==> src/rtl/add_sub4.sv <==
// WIDTH-bit registered two's-complement adder/subtractor built from a ripple chain of full-adder cells.
// Define ADDSUB_OVF_EN to add the registered signed-overflow output ovf.

module add_sub4_fa (
    input  logic a_i,
    input  logic b_i,
    input  logic c_i,
    output logic s_o,
    output logic c_o
);

    assign s_o = a_i ^ b_i ^ c_i;
    assign c_o = (a_i & b_i) | (a_i & c_i) | (b_i & c_i);

endmodule

module add_sub4 #(
    parameter int WIDTH = 4
) (
    input  logic             clk,
    input  logic             reset,
    input  logic [WIDTH-1:0] av,
    input  logic [WIDTH-1:0] bv,
    input  logic             M,
    output logic [WIDTH-1:0] resultv,
    output logic             cout
`ifdef ADDSUB_OVF_EN
    ,
    output logic             ovf
`endif
);

    // Subtract is a + ~b + 1: invert B here and feed M in as carry-in.
    logic [WIDTH-1:0] ToBorNotToB;
    logic [WIDTH:0]   carry;
    logic [WIDTH-1:0] sum;

    assign ToBorNotToB = bv ^ {WIDTH{M}};
    assign carry[0]    = M;

    for (genvar i = 0; i < WIDTH; i++) begin : g_cell
        add_sub4_fa u_fa (
            .a_i (av[i]),
            .b_i (ToBorNotToB[i]),
            .c_i (carry[i]),
            .s_o (sum[i]),
            .c_o (carry[i+1])
        );
    end

    logic [WIDTH-1:0] result_d, result_q;
    logic             cout_d, cout_q;

    assign result_d = sum;
    assign cout_d   = carry[WIDTH];

    always_ff @(posedge clk) begin
        if (!reset) begin
            result_q <= '0;
            cout_q   <= 1'b0;
        end else begin
            result_q <= result_d;
            cout_q   <= cout_d;
        end
    end

    assign resultv = result_q;
    assign cout    = cout_q;

`ifdef ADDSUB_OVF_EN
    // Signed overflow: carry into the MSB differs from carry out of it.
    logic ovf_d, ovf_q;

    assign ovf_d = carry[WIDTH] ^ carry[WIDTH-1];

    always_ff @(posedge clk) begin
        if (!reset) begin
            ovf_q <= 1'b0;
        end else begin
            ovf_q <= ovf_d;
        end
    end

    assign ovf = ovf_q;
`endif

endmodule

==> config.mk <==
export PLATFORM = sky130hd
export DESIGN_NAME = add_sub4
export DESIGN_NICKNAME = d
export VERILOG_FILES = /design/src/rtl/add_sub4.sv
export SDC_FILE = /design/constraint.sdc
export NUM_CORES = 1
export LEC_CHECK = 0
export BUFFER_PORTS_ARGS = -buffer_cell sky130_fd_sc_hd__buf_2
export CORE_AREA = 5 5 42 44
export CTS_BUF_LIST = sky130_fd_sc_hd__clkbuf_2 sky130_fd_sc_hd__clkbuf_4 sky130_fd_sc_hd__clkbuf_8
export DETAILED_ROUTE_END_ITERATION = 12
export DIE_AREA = 0 0 47 49
export HOLD_SLACK_MARGIN = 0.12
export MAX_ROUTING_LAYER = met4
export SYNTH_ARGS = -nofsm -noshare
export SYNTH_HDL_FRONTEND = slang
export SYNTH_SLANG_ARGS = --single-unit
export TNS_END_PERCENT = 1
==> constraint.sdc <==
create_clock -name clk -period 2.4 [get_ports clk]
set_input_delay 0.24 -clock clk [delete_from_list [all_inputs] [get_ports clk]]
set_output_delay 0.24 -clock clk [all_outputs]
set_load 0.1 [all_outputs]
==> reports/results.tsv <==
stage	metric	value	unit
run_status	status	complete, no violations	
timing	Setup TNS	0	ns
routing	DR pass1 iterations	2	
yosys	Synth area leaders	dfxtp_1 (40%), fa_1 (24%), xor2_1 (11%)	
timing	Final Hold Viols	0	
cts	Post-CTS Hold Buffers	0	
yosys	share of the synthesized area in the top cell type	40.2	%
timing	fin crit share	71.7	%
yosys	Synthesized Nets	35	
yosys	Cells after Synth	21	
cells_and_area	final design utilization	26.7	%
power_and_ir_drop	maximum VDD drop	0.162	mV
cts	setup bufs post-CTS	0	
routing	ANT nets after route	0	
placement	hpwl dp	426	um
floorplanning	Die Height	49	um
worst_setup_path	Crit-path slowest cell	fa_1	
timing	Peak Freq	0.581	GHz
yosys	sequential share of the synthesized area	40.2	%
yosys	syn_area_per_cell	11.9	um2
floorplanning	die area	0.00230	mm2
timing	Slew Limit Headroom	67.8	%
cells_and_area	share of cells above drive strength 1	50.0	%
floorplanning	initial cell density of the core	17.8	%
power_and_ir_drop	P_leak	0.193	nW
timing	Setup Viol. Count Final	0	
grt	largest net degree at the start of global routing	6	
timing	RSZ-0062 raised after global routing	false	
worst_setup_path	CP Class	in -> reg	
grt	gr usage total	5.08	%
cts	total CTS buffers	3	
power_and_ir_drop	pwr/cell area	890	mW/mm2
cells_and_area	final net count	55	
cells_and_area	Sequential cell area	100	um2
cells_and_area	Layout area overhead	50.3	%
job	max_cap viols	0	
placement	Final GP Congestion	0.625	
cells_and_area	multi-input logic area	138	um2
worst_setup_path	Critical Path End Type	flip-flop	
worst_setup_path	critical path required time	2.53	ns
cells_and_area	ant diodes	0	
yosys	Yosys cell types	8	
routing	Vias/cell	3.38	
timing	slew at the pin closest to its max-slew limit	0.486	ns
grt	number of global-route vias before repair	203	
floorplanning	Die Width	47	um
routing	total wire length	445	um
routing	DRC viols	0	
floorplanning	Core ar.	0.00140	mm2
routing	WL/cell	7.95	um
worst_setup_path	Worst setup SP type	input pin	
cts	post-cts sizing count	0	
cts	CTS tree	done	
yosys	post-synth top area cell	dfxtp_1	
cells_and_area	Fillers	171	
cts	Max Root-Sink Buffers	2	
cts	H-Tree Depth	1	
routing	via count	189	
cts	Clock Tree Root	clkbuf_4	
routing	starting DRC count in detailed routing	1	
floorplanning	row cnt	14	
placement	port bufs	15	
cts	Clock transition at path regs	0.04	ns
worst_setup_path	crit-path cells	buf_2 -> mux2_2 -> fa_1 -> inv_1 -> fa_1 -> inv_1 -> fa_1 -> and2_1	
yosys	yosys warns	0	
hold_path	Hold Path Class	in -> reg	
worst_setup_path	max incr delay on CP	0.41	ns
worst_setup_path	most used cell, CP	fa_1	
timing	min Tclk post-route	1.72	ns
timing	max-slew violation count	0	
grt	initial antenna violation count	0	
cts	Num Clock Sinks	5	
worst_setup_path	WP data arrival	1.85	ns
floorplanning	io pins	16	
worst_setup_path	Worst Path Max Fanout	2	
yosys	Mapped Area	249	um2
grt	grt total ovfl	0	
grt	first-pass GRT wire length	738	um
yosys	synthesized flop and latch total	5	
cells in the mapped netlist (all sizes together):
master / instances
and2: 4
dfxtp: 5
inv: 3
xnor2: 1
nor2b: 1
xor2: 3
mux2: 1
fa: 3
layout by cell type (no fill, tap or decap):
cell / count
nor2b_1: 1
xor2_1: 3
clkbuf_4: 4
mux2_2: 1
xnor2_1: 1
and2_1: 4
inv_1: 3
fa_1: 3
buf_2: 15
dfxtp_1: 5
critical path: cells and delay by family:
kind / cells / cell delay (ns)
simple gates: 1 / 0.14
mux: 1 / 0.33
fa+ha+maj: 3 / 0.91
buf+inv: 3 / 0.22
logic make-up after synthesis:
group                      Yosys count  share of synthesized area (%)
adders and majority gates            3                           24.1
DFF                                  5                           40.2
muxes                                1                           4.52
buffers and inverters                3                           4.52
and+or+nand+nor                      5                           12.6
xor gates and xnor gates             4                           14.1
path summary, 6_finish.rpt:
| path | endpoint | depth (start not counted) | from |
|---|---|---|---|
| hold / removal | cout$_SDFF_PN0_ | 2 | reset |
| setup / recovery | resultv[3]$_SDFF_PN0_ | 8 | bv[0] |
flip-flops by register name (all words and copies together), names as in the netlist:
signal   count
cout         1
resultv      4
power by group:
part / total, mW / leakage (nW) / switching (mW) / internal [mW]
Clock: 0.104 / 0.0184 / 0.0306 / 0.0739
Combinational: 0.131 / 0.133 / 0.103 / 0.0282
Sequential: 0.0970 / 0.0417 / 0.00232 / 0.0947
cell type report:
type	instances	area share (%)
well taps	16	5.35
repair buffers	15	20.1
inverters	3	3.01
flip-flops and latches	5	26.8
multi-input cells	13	36.8
clock buffers	4	8.03
per-layer routing:
metal / vias up / share of wire, % / global-route usage, % / wire length [um]
li1: 98 / - / - / -
met3: 0 / 15 / 1.11 / 65
met5: - / 0 / - / 0
met1: 80 / 34 / 5.35 / 152
met2: 11 / 51 / 6.33 / 227
met4: 0 / 0 / 6.91 / 0
metrics by stage:
| step | setup WS (ns) | power, mW | cell area, um2 | hold WS, ns | cells |
|---|---|---|---|---|---|
| after floorplan | 0.585 | 0.205 | 249 | 0.362 | 21 |
| after global placement | 0.427 | 0.231 | 344 | 0.489 | 52 |
| after CTS | 0.675 | 0.341 | 374 | 0.241 | 56 |
| after detailed placement | 0.421 | 0.232 | 344 | 0.489 | 52 |
| final | 0.680 | 0.333 | 374 | 0.245 | 56 |
| after global routing | 0.617 | 0.355 | 374 | 0.258 | 56 |
(Power assumes the default switching activity.)
